File: src/rtl/decode_pipe.sv
// Single-stage RV32 instruction decoder behind a valid/ready register slice,
// with a saturating count of accepted illegal instructions.
module decode_pipe #(
  parameter int RV32E    = 0,
  parameter int EN_M     = 1,
  parameter int EN_ZICSR = 1,
  parameter int CNT_W    = 16
) (
  input  logic             clk_i,
  input  logic             rst_ni,
  input  logic             flush_i,
  input  logic             in_valid_i,
  output logic             in_ready_o,
  input  logic [31:0]      instr_i,
  input  logic [31:0]      pc_i,
  output logic             out_valid_o,
  input  logic             out_ready_i,
  output logic [31:0]      pc_o,
  output logic [4:0]       rd_sel_o,
  output logic [4:0]       rs1_sel_o,
  output logic [4:0]       rs2_sel_o,
  output logic [31:0]      imm_o,
  output logic [3:0]       op_class_o,
  output logic [3:0]       func_o,
  output logic             rf_we_o,
  output logic             illegal_o,
  output logic [CNT_W-1:0] illegal_cnt_o
);

  localparam logic [3:0] CLS_ILLEGAL = 4'd0,  CLS_LUI   = 4'd1,  CLS_AUIPC  = 4'd2;
  localparam logic [3:0] CLS_JAL     = 4'd3,  CLS_JALR  = 4'd4,  CLS_BRANCH = 4'd5;
  localparam logic [3:0] CLS_LOAD    = 4'd6,  CLS_STORE = 4'd7,  CLS_OPIMM  = 4'd8;
  localparam logic [3:0] CLS_OP      = 4'd9,  CLS_MULDIV = 4'd10, CLS_CSR   = 4'd11;
  localparam logic [3:0] CLS_FENCE   = 4'd12, CLS_SYS   = 4'd13;

  logic [6:0]       opcode, funct7;
  logic [2:0]       funct3;
  logic [4:0]       rdIdx, rs1Idx, rs2Idx;
  logic [31:0]      immI, immS, immB, immU, immJ;
  logic             useRd, useRs1, useRs2, legal, decWe;
  logic [3:0]       decClass;
  logic [31:0]      decImm;
  logic             accept, valid_q, valid_d;
  logic [CNT_W-1:0] cnt_q, cnt_d;
  logic [31:0]      pc_q, imm_q;
  logic [4:0]       rd_q, rs1_q, rs2_q;
  logic [3:0]       class_q, func_q;
  logic             we_q, illegal_q;

  assign opcode = instr_i[6:0];
  assign funct3 = instr_i[14:12];
  assign funct7 = instr_i[31:25];
  assign rdIdx  = instr_i[11:7];
  assign rs1Idx = instr_i[19:15];
  assign rs2Idx = instr_i[24:20];

  assign immI = {{20{instr_i[31]}}, instr_i[31:20]};
  assign immS = {{20{instr_i[31]}}, instr_i[31:25], instr_i[11:7]};
  assign immB = {{19{instr_i[31]}}, instr_i[31], instr_i[7], instr_i[30:25], instr_i[11:8], 1'b0};
  assign immU = {instr_i[31:12], 12'h000};
  assign immJ = {{11{instr_i[31]}}, instr_i[31], instr_i[19:12], instr_i[20], instr_i[30:21], 1'b0};

  always_comb begin
    decClass = CLS_ILLEGAL;
    decImm   = '0;
    useRd    = 1'b0;
    useRs1   = 1'b0;
    useRs2   = 1'b0;
    legal    = 1'b1;
    decWe    = 1'b0;
    case (opcode)
      7'b0110111: begin decClass = CLS_LUI;   decImm = immU; useRd = 1'b1; end
      7'b0010111: begin decClass = CLS_AUIPC; decImm = immU; useRd = 1'b1; end
      7'b1101111: begin decClass = CLS_JAL;   decImm = immJ; useRd = 1'b1; end
      7'b1100111: begin
        decClass = CLS_JALR; decImm = immI; useRd = 1'b1; useRs1 = 1'b1;
        legal = (funct3 == 3'b000);
      end
      7'b1100011: begin
        decClass = CLS_BRANCH; decImm = immB; useRs1 = 1'b1; useRs2 = 1'b1;
        legal = (funct3[2:1] != 2'b01);
      end
      7'b0000011: begin
        decClass = CLS_LOAD; decImm = immI; useRd = 1'b1; useRs1 = 1'b1;
        legal = (funct3 != 3'b011) && (funct3 < 3'b110);
      end
      7'b0100011: begin
        decClass = CLS_STORE; decImm = immS; useRs1 = 1'b1; useRs2 = 1'b1;
        legal = (funct3 < 3'b011);
      end
      7'b0010011: begin
        decClass = CLS_OPIMM; decImm = immI; useRd = 1'b1; useRs1 = 1'b1;
        if (funct3 == 3'b001)
          legal = (funct7 == 7'b0000000);
        else if (funct3 == 3'b101)
          legal = (funct7 == 7'b0000000) || (funct7 == 7'b0100000);
      end
      7'b0110011: begin
        useRd = 1'b1; useRs1 = 1'b1; useRs2 = 1'b1;
        if (funct7 == 7'b0000001) begin
          decClass = CLS_MULDIV;
          legal    = (EN_M != 0);
        end else begin
          decClass = CLS_OP;
          legal    = (funct7 == 7'b0000000) ||
                     ((funct7 == 7'b0100000) && ((funct3 == 3'b000) || (funct3 == 3'b101)));
        end
      end
      7'b0001111: decClass = CLS_FENCE;
      7'b1110011: begin
        // Immediate CSR forms reuse the rs1 field as a 5-bit constant
        if (funct3 == 3'b000) begin
          decClass = CLS_SYS;
        end else begin
          decClass = CLS_CSR;
          useRd    = 1'b1;
          useRs1   = !funct3[2];
          legal    = (EN_ZICSR != 0);
        end
      end
      default: legal = 1'b0;
    endcase
    if ((RV32E != 0) && ((useRd && rdIdx[4]) || (useRs1 && rs1Idx[4]) || (useRs2 && rs2Idx[4])))
      legal = 1'b0;
    if (!legal) begin
      decClass = CLS_ILLEGAL;
      decImm   = '0;
    end
    case (decClass)
      CLS_LUI, CLS_AUIPC, CLS_JAL, CLS_JALR, CLS_LOAD,
      CLS_OPIMM, CLS_OP, CLS_MULDIV, CLS_CSR: decWe = (rdIdx != 5'd0);
      default: decWe = 1'b0;
    endcase
  end

  assign in_ready_o = !valid_q || out_ready_i;
  assign accept     = in_valid_i && in_ready_o && !flush_i;

  always_comb begin
    valid_d = valid_q;
    cnt_d   = cnt_q;
    if (flush_i)
      valid_d = 1'b0;
    else if (accept)
      valid_d = 1'b1;
    else if (out_ready_i)
      valid_d = 1'b0;
    if (accept && !legal && (cnt_q != '1))
      cnt_d = cnt_q + CNT_W'(1);
  end

  always_ff @(posedge clk_i or negedge rst_ni) begin
    if (!rst_ni) begin
      valid_q   <= 1'b0;
      cnt_q     <= '0;
      pc_q      <= '0;
      imm_q     <= '0;
      rd_q      <= '0;
      rs1_q     <= '0;
      rs2_q     <= '0;
      class_q   <= '0;
      func_q    <= '0;
      we_q      <= 1'b0;
      illegal_q <= 1'b0;
    end else begin
      valid_q <= valid_d;
      cnt_q   <= cnt_d;
      if (accept) begin
        pc_q      <= pc_i;
        imm_q     <= decImm;
        rd_q      <= rdIdx;
        rs1_q     <= rs1Idx;
        rs2_q     <= rs2Idx;
        class_q   <= decClass;
        func_q    <= {instr_i[30], funct3};
        we_q      <= decWe;
        illegal_q <= !legal;
      end
    end
  end

  assign out_valid_o   = valid_q;
  assign illegal_cnt_o = cnt_q;
  assign pc_o          = pc_q;
  assign imm_o         = imm_q;
  assign rd_sel_o      = rd_q;
  assign rs1_sel_o     = rs1_q;
  assign rs2_sel_o     = rs2_q;
  assign op_class_o    = class_q;
  assign func_o        = func_q;
  assign rf_we_o       = we_q;
  assign illegal_o     = illegal_q;

endmodule

File: config.mk
export PLATFORM = sky130hd
export DESIGN_NAME = decode_pipe
export DESIGN_NICKNAME = d
export VERILOG_FILES = /design/src/rtl/decode_pipe.sv
export SDC_FILE = /design/constraint.sdc
export NUM_CORES = 1
export LEC_CHECK = 0
export CAP_MARGIN = 0
export CORE_ASPECT_RATIO = 2
export CORE_MARGIN = 1
export CORE_UTILIZATION = 37
export CTS_CLUSTER_SIZE = 10
export DETAILED_ROUTE_END_ITERATION = 10
export PLACE_DENSITY = 0.73
export SLEW_MARGIN = 20
export SYNTH_ARGS = -nofsm -noshare
export SYNTH_HDL_FRONTEND = slang
export SYNTH_SLANG_ARGS = --single-unit
File: constraint.sdc
create_clock -name clk_i -period 2.2 [get_ports clk_i]
set_input_delay 0.22 -clock clk_i [delete_from_list [all_inputs] [get_ports clk_i]]
set_output_delay 0.22 -clock clk_i [all_outputs]
set_load 0.1 [all_outputs]
After elaboration in Yosys (flattened, before gate mapping). Cells that the tools add are included. W data, S select, Z words.

Multiply operators: 0. Magnitude comparators: 2. Bitwise logic cells: 0. Shift-type cells: 0. Reductions and logical operators: 21. Equality and inequality tests: 27. Multiplexer cells: 14. $add $sub $neg: 1. Divide/modulo/power cells: 0.

Operators with widths (number): $pmux W32 S5 (1); $pmux W4 S11 (1); $mux W32 (1); $eq A7 B6 Y1 const B (4); $eq A7 B7 Y1 const B (4); $add A16 B1 Y16 const B (1); $eq A4 B4 Y1 const B (4); $ne A16 B16 Y1 const B (1); $eq A7 B5 Y1 const B (2); $reduce_or A9 Y1 (1); $eq A4 B2 Y1 const B (2); $eq A4 B3 Y1 const B (2); $eq A7 B1 Y1 const B (1); $eq A7 B2 Y1 const B (1); $eq A7 B4 Y1 const B (1); $logic_not A7 Y1 (1); $mux W1 (7); $pmux W1 S7 (1); $logic_and A1 B1 Y1 (6); $reduce_bool A5 Y1 (1); $reduce_or A5 Y1 (1); $eq A4 B1 Y1 const B (1); $logic_or A1 B1 Y1 (4); $mux W4 (1); other kinds (13) (15).

Bits in read-only memories: 0. Register bits: 106. Logic and storage cells: 76. Bits of input ports: 69. Memories: 0. Latch bits: 0. Bits in writable memories: 0.

Logic depth before layout (Yosys ltp). Gate-level depths: netlist of the first run.

Word-level depth: 10. Depth in mapped cells: 10. Depth with buffers taken out: 7.

Worst setup path before layout of the first run. Ideal clock, no wire load.

Path type: flip-flop to flip-flop. Start point: register valid_q (netlist: out_valid_o). End point: register class_q[2] (netlist: op_class_o[2]). Arrival time: 2.720 ns. Stages on the path, launching flop included: 8. Required time: 2.108 ns. Buffers on the path: 2. Setup time: 0.092 ns. Setup slack: -0.612 ns. Path through: dfrtp_1 > nor2b_1 > inv_1 > nand3b_1 > clkbuf_1 > clkbuf_1 > nand2_1 > o31ai_2.

Cells in the longest elaborated chain, start to end: 4.

Ends and longest elaborated chain: start: declaration (RTL line 43) `logic accept, valid_q, valid_d;`; start signal: assignment (RTL line 166) `valid_q <= valid_d;`; $logic_not A1 Y1 (RTL line 136) `assign in_ready_o = !valid_q || out_ready_i;`; $logic_or A1 B1 Y1 (RTL line 136); net in_ready_o (RTL line 13) `output logic in_ready_o,`; $logic_and A1 B1 Y1 (2 in series) (RTL line 137) `assign accept = in_valid_i && in_ready_o && !flush_i;`; end signal: assignment (RTL line 174) `class_q <= decClass;`; end: declaration (RTL line 47) `logic [3:0] class_q, func_q;`.

The timed path passes the listed nets, and every way through them passes these cells. A chain may end at the register's enable or synchronous reset.

Final worst setup path of the first run.
Start point: input instr_i[5]. End point: register imm_q[31] (netlist: imm_o[31]).

Cells in the longest elaborated chain, start to end: 4.

Ends and longest elaborated chain: start: declaration (RTL line 14) `input logic [31:0] instr_i,`; $eq A7 B7 Y1, or another cell as far along; $reduce_or A5 Y1 (no source line), or another cell as far along; $pmux W1 S7 or $pmux W32 S5 (tied branches) (RTL line 71) `case (opcode)`; $mux W32 * (RTL line 125) `if (!legal) begin`; end signal: assignment (RTL line 170) `imm_q <= decImm;`; end: declaration (RTL line 45) `logic [31:0] pc_q, imm_q;`.

Every way passes the cells marked *; elsewhere a longest branch is shown, timed or not.

==> flow_metrics.env, run 1 <==
export IMPL_row_count=59
export IMPL_cts_sinks=106
export IMPL_num_antenna_cells=0
export IMPL_synth_xor_area_share_pct=2.48
export IMPL_start_kind="input pin"
export IMPL_wl_per_cell_um=17.0
export IMPL_drc=0
export IMPL_cts_root_buffer="clkbuf_16"
export IMPL_yosys_area_share_adder_pct=0.253
export IMPL_final_period_utilization_pct=95.5
export IMPL_slew_headroom_pct=62.1
export IMPL_cts_path_max_buffers=2
export IMPL_postSynthAreaPerCell_um2=9.02
export IMPL_die_x_um=83.7
export IMPL_fp_dieH_um=165
export IMPL_critical_path_class="input pin to flip-flop"
export IMPL_die_area_um2=13900
export IMPL_antenna_left=0
export IMPL_seq_area_frac_synth_pct=53.7
export IMPL_fmax_mhz=476
export IMPL_drt_initial_drc_count=277
export IMPL_synth_net_count=618
export IMPL_layout_drive_gt1_share_pct=28.0
export IMPL_grt_remaining_overflow=0
export IMPL_post_cts_buffers=0
export IMPL_htreeDepth=3
export IMPL_status="finished, final reports clean"
export IMPL_finalNetCount=825
export IMPL_worstMarginPinSlew_ns=0.568
export IMPL_via_per_inst=5.24
export IMPL_synth_cell_types=57
export IMPL_mostFrequentLayoutCell="nand2_1"
export IMPL_setup_violations=0
export IMPL_clock_skew_ns=0.0105
export IMPL_setup_ws_ns=0.0999
export IMPL_worstPathRequired_ns=2.45
export IMPL_power_density_nw_per_um2=864
export IMPL_cts_made_buffers=9
export IMPL_layout_common_cells="211 x nand2_1, 156 x buf_4, 89 x dfrtp_1"
export IMPL_cap_violations=0
export IMPL_post_route_min_period_ns=2.10
export IMPL_rsz0062_at_grt="false"
export IMPL_grt_pass1_vias=4824
export IMPL_grt_usage_pct=22.0
export IMPL_synth_seq_cells=106
export IMPL_ys_warnings_count=0
export IMPL_yosys_area_share_simple_pct=26.1
export IMPL_grt_max_degree=107
export IMPL_vias=4776
export IMPL_worstSkewPairLatency_ns=0.35
export IMPL_hold_class="input pin to flip-flop"
export IMPL_wl_um=15500
export IMPL_place_gp_congestion=0.861
export IMPL_port_buffer_count=175
export IMPL_worstPathArrival_ns=2.35
export IMPL_vdd_ir_drop_max_v=0.000703
export IMPL_critPathMaxFanout=26
export IMPL_ys_async_sr_fraction_pct=100
export IMPL_synth_edf_count=0
export IMPL_worstSetupEndpointType="flip-flop"
export IMPL_synthesis_area_um2=4940
export IMPL_antenna_found_initial=0
export IMPL_final_util_pct=56.5
export IMPL_ios=176
export IMPL_core_area_um2=13000
export IMPL_synth_compound_area_share_pct=12.9
export IMPL_synthFlopType="dfrtp_1"
export IMPL_dp_hpwl_um=11700
export IMPL_nFillCells=1171
export IMPL_clkTransAtPathRegs_ns=0.08
export IMPL_grt_pass1_wl_um=24000
export IMPL_start_util_pct=38.0
export IMPL_synth_top_family_by_area="simple AND/OR/NAND/NOR gates"
export IMPL_leakagePower_nw=3.55
export IMPL_synth_cells=548
export IMPL_synth_mux_area_share_pct=0.456
export IMPL_syn2layout_area_growth_pct=48.6
export IMPL_hold_viol_final=0
export IMPL_cts_tree="built"
export IMPL_slew_violations=0
export IMPL_dp_worst_setup_slack_ns=-0.321
export IMPL_first_pass_iters=4
==> worst paths after layout <==
path	start	to	slack, ns	depth (start not counted)
hold / removal	pc_i[15]	pc_o[15]	0.39	3
min in group asynchronous	rst_ni	illegal_cnt_o[4]	0.48	3
setup / recovery	instr_i[5]	imm_o[31]	0.1	8
max in group asynchronous	rst_ni	illegal_cnt_o[8]	1.27	3
setup reg to reg	illegal_cnt_o[0]	illegal_cnt_o[15]	0.27	7
hold reg to reg	pc_o[2]	pc_o[2]	0.48	2
==> through the flow <==
stage / TNS, ns / area [um2] / instances / hold slack [ns] / power [mW]
floorplan: -2.39 / 5080 / 548 / -0.0756 / 4.10
global placement: -12.37 / 7010 / 895 / 0.326 / 4.77
detailed placement: -13.24 / 7010 / 895 / 0.341 / 4.79
CTS: 0 / 7320 / 912 / 0.385 / 6.39
global route: 0 / 7340 / 912 / 0.395 / 6.58
finish: 0 / 7340 / 912 / 0.393 / 6.34
==> cells in the mapped netlist (2+ instances only) <==
| master | instances | area, um2 |
|---|---|---|
| nand2_1 | 213 | 800 |
| dfrtp_1 | 106 | 2650 |
| clkbuf_1 | 22 | 82.6 |
| a21oi_1 | 18 | 90.1 |
| nand3_1 | 18 | 90.1 |
| nor2_1 | 15 | 56.3 |
| o21ai_0 | 15 | 75.1 |
| o31ai_1 | 14 | 105 |
| xnor2_1 | 14 | 123 |
| a22o_1 | 12 | 105 |
| nand4_1 | 11 | 68.8 |
| buf_2 | 6 | 30.0 |
| nor2b_1 | 6 | 37.5 |
| and2_1 | 5 | 31.3 |
| and3_1 | 5 | 31.3 |
| buf_6 | 5 | 56.3 |
| inv_1 | 5 | 18.8 |
| a22oi_1 | 4 | 30.0 |
| o22ai_1 | 4 | 25.0 |
| and3b_1 | 3 | 26.3 |
| and4_1 | 3 | 26.3 |
| a21o_1 | 2 | 15.0 |
| a32o_1 | 2 | 20.0 |
| a32oi_1 | 2 | 17.5 |
| nand3b_1 | 2 | 15.0 |
| nor3_1 | 2 | 10.0 |
| nor4b_1 | 2 | 17.5 |
| o31ai_2 | 2 | 25.0 |
| or4_1 | 2 | 15.0 |
==> power breakdown <==
group	total, mW	internal (mW)	switching (mW)
clock network	1.59	0.823	0.770
registers	2.31	2.16	0.150
logic	2.44	0.572	1.87
total	6.34	3.56	2.79
==> critical path, cell delays in order <==
cell and delay (ns):
clkdlybuf4s50_1 0.44, buf_4 0.20, or3_1 0.35, o32ai_2 0.20, o21ai_1 0.11, and4b_2 0.29, buf_6 0.20, o41ai_2 0.31
==> repair_timing <==
action,in CTS,in global routing
gates resized for setup,0,7
hold buffers,1,0
hold endpoints to repair,106,0
endpoints found under the setup margin,0,45
==> cells by family (layout without fill, tap and decap cells) <==
logic type               count (synthesis)  count (layout)
AO/OA/AOI/OAI                           90              90
adder cells (fa/ha/maj)                  1               1
flip-flops                             106             106
buffers and inverters                   41             253
XOR/XNOR                                14              14
AND/OR/NAND/NOR                        294             294
multiplexers                             2               2
==> layout make-up <==
type	instances	area, um2	share of cell area, %
Sequential cell	106	2700	36.8
Multi-Input combinational cell	401	2140	29.1
Timing Repair Buffer	232	1990	27.2
Clock buffer	10	239	3.25
Tap cell	152	190	2.59
Clock inverter	6	60.1	0.818
Inverter	5	22.5	0.307
==> per-layer routing <==
layer	vias to the layer above	global-route usage (%)	share of wire [%]
met5	-	0	0
met4	0	11.3	4.0
met3	43	3.48	4.2
met2	171	40.1	54
met1	2292	24.5	38
li1	2270	-	-
==> sequential cells by signal, indices dropped and copies added, names as in the netlist, 4 cells and up <==
register	count
pc_o	32
func_o	4
rs1_sel_o	5
illegal_cnt_o	16
imm_o	32
op_class_o	4
rd_sel_o	5
rs2_sel_o	5
(Power assumes the default switching activity.)
==> inputs of run 2 (changes only) <==
--- a/config.mk
+++ b/config.mk
@@ -11,7 +11,7 @@
 export CORE_UTILIZATION = 37
 export CTS_CLUSTER_SIZE = 10
 export DETAILED_ROUTE_END_ITERATION = 10
-export PLACE_DENSITY = 0.73
+export PLACE_DENSITY = 0.78
 export SLEW_MARGIN = 20
 export SYNTH_ARGS = -nofsm -noshare
 export SYNTH_HDL_FRONTEND = slang
==> run 2 against run 1 <==
Compared with the run above: total power increased by 0.85%; routed wire length increased by 3.9%; sequential share of layout area decreased by 0.14 points; critical path depth decreased by 1; cell count increased by 0.66%; die area unchanged; via count increased by 2.8%.
==> flow_metrics.env, run 2 (synthesis gave the netlist of run 1 again) <==
export IMPL_status="finished, final reports clean"
export IMPL_clkTransAtPathRegs_ns=0.08
export IMPL_vdd_ir_drop_max_v=0.000715
export IMPL_start_util_pct=38.0
export IMPL_antenna_left=0
export IMPL_fmax_mhz=476
export IMPL_slew_headroom_pct=71.4
export IMPL_dp_cells=901
export IMPL_critPathMaxFanout=26
export IMPL_drt_initial_drc_count=246
export IMPL_fp_dieH_um=165
export IMPL_cts_sinks=106
export IMPL_drc=0
export IMPL_mostFrequentLayoutCell="nand2_1"
export IMPL_critical_path_class="input pin to flip-flop"
export IMPL_wl_um=16100
export IMPL_maxUsedRoutingLayer="met4"
export IMPL_syn2layout_area_growth_pct=49.2
export IMPL_cap_violations=0
export IMPL_final_period_utilization_pct=95.5
export IMPL_wl_met1_um=5540
export IMPL_slowest_delay_ns=0.50
export IMPL_placed_cell_area_um2=7040
export IMPL_cts_made_buffers=9
export IMPL_grt_usage_pct=23.6
export IMPL_layout_common_cells="211 x nand2_1, 163 x buf_4, 89 x dfrtp_1"
export IMPL_num_antenna_cells=0
export IMPL_core_area_um2=13000
export IMPL_start_kind="input pin"
export IMPL_cpMaxStageDelayCell="clkdlybuf4s50_1"
export IMPL_grt_max_degree=53
export IMPL_worstPathCellList="clkdlybuf4s50_1 -> or3_1 -> o32ai_1 -> o21ai_1 -> and4b_2 -> buf_6 -> o41ai_2"
export IMPL_hold_viol_final=0
export IMPL_clock_skew_ns=0.0125
export IMPL_die_area_um2=13900
export IMPL_setup_violations=0
export IMPL_ios=176
export IMPL_setup_ws_ns=0.0990
export IMPL_layout_drive_gt1_share_pct=28.3
export IMPL_antenna_found_initial=0
export IMPL_timing_critical_path_buf_inv=2
export IMPL_worstPathRequired_ns=2.45
export IMPL_total_power_mw=6.40
export IMPL_finalInstanceArea_um2=7370
export IMPL_grt_pass1_vias=5208
export IMPL_reg2reg_to="illegal_cnt_o[9]"
export IMPL_die_x_um=83.7
export IMPL_post_cts_buffers=0
export IMPL_worstSkewPairLatency_ns=0.35
export IMPL_vias=4908
export IMPL_route_met3_wl_um=884
export IMPL_wl_per_cell_um=17.5
export IMPL_fin_cells=918
export IMPL_place_gp_congestion=0.910
export IMPL_rr_worst_depth=6
export IMPL_leakagePower_nw=3.58
export IMPL_cp_startpoint="instr_i[6]"
export IMPL_ff_latch_area_um2=2700
export IMPL_dp_worst_setup_slack_ns=-0.694
export IMPL_hold_ws_ns=0.345
export IMPL_grt_pass1_wl_um=25600
export IMPL_cts_path_max_buffers=2
export IMPL_row_count=59
export IMPL_first_pass_iters=5
export IMPL_via_per_inst=5.35
export IMPL_cp_top_family="simple AND/OR/NAND/NOR gates"
export IMPL_grt_remaining_overflow=0
export IMPL_post_route_min_period_ns=2.10
export IMPL_slew_violations=0
export IMPL_worstSetupEndpointType="flip-flop"
export IMPL_final_util_pct=56.8
export IMPL_rsz0062_at_grt="false"
export IMPL_ff2ff_setup_slack_ns=0.13
export IMPL_port_buffer_count=175
export IMPL_finalNetCount=831
export IMPL_power_density_nw_per_um2=868
export IMPL_wl_met2_um=8810
export IMPL_cts_tree="built"
export IMPL_worstPathArrival_ns=2.35
export IMPL_worstMarginPinSlew_ns=0.428
export IMPL_multi_input_area_um2=2130
export IMPL_timing_rr_start="illegal_cnt_o[8]"
export IMPL_cts_root_buffer="clkbuf_16"
export IMPL_dp_hpwl_um=12500
export IMPL_htreeDepth=3
export IMPL_setup_tns_ns=0
export IMPL_nFillCells=1147
export IMPL_hold_class="input pin to async pin"
[run 2: cell types whose count changed in the layout (fill, tap and decap cells not counted), sizes merged]
cell and delta:
dlymetal6s2s +1, dlygate4sd2 +1, clkinv +1, clkbuf -1
clkinvlp -1, buf +6, clkdlybuf4s50 -2, inv +1
[run 2: worst reg2reg max path: cells and delay by family, from the launching register on]
kind / cells / cell delay (ns)
AND/OR/NAND/NOR: 5 / 1.38
flip-flops: 1 / 0.46
XOR/XNOR: 1 / 0.14
[run 2: worst max path at each step]
stage,slack [ns],end,cells after the start
final,0.1,imm_o[31],7
after global routing,0.01,illegal_cnt_o[9],9
after CTS,0.06,imm_o[31],7
after detailed placement,-0.69,illegal_cnt_o[9],8
after global placement,-0.62,illegal_cnt_o[6],8
after floorplan,-0.04,imm_o[22],6
[run 2: area by class of cell]
type,count,share of cell area (%)
inverter,5,0.305
timing repair buffer,238,27.5
clock buffer,9,3.05
sequential,106,36.6
tap,152,2.58
multi-input combinational,401,28.8
clock inverter,7,1.09
[run 2: power by group]
| group | switching (mW) | internal (mW) | total [mW] |
|---|---|---|---|
| logic | 1.88 | 0.575 | 2.46 |
| clock network | 0.808 | 0.810 | 1.62 |
| registers | 0.161 | 2.16 | 2.32 |
[run 2: routing by layer]
metal | up-vias | global-route usage (%)
met5 | - | 0
li1 | 2279 | -
met2 | 212 | 43.6
met3 | 59 | 3.68
met1 | 2358 | 24.6
met4 | 0 | 15.5
[run 2: repair_timing]
action / 4_1_cts / 5_1_grt
hold buffers: 1 / 0
endpoints found under the setup margin: 53 / 7
resized for setup: 4 / 3
pin swaps: 0 / 1
endpoints found under the hold margin: 29 / 0
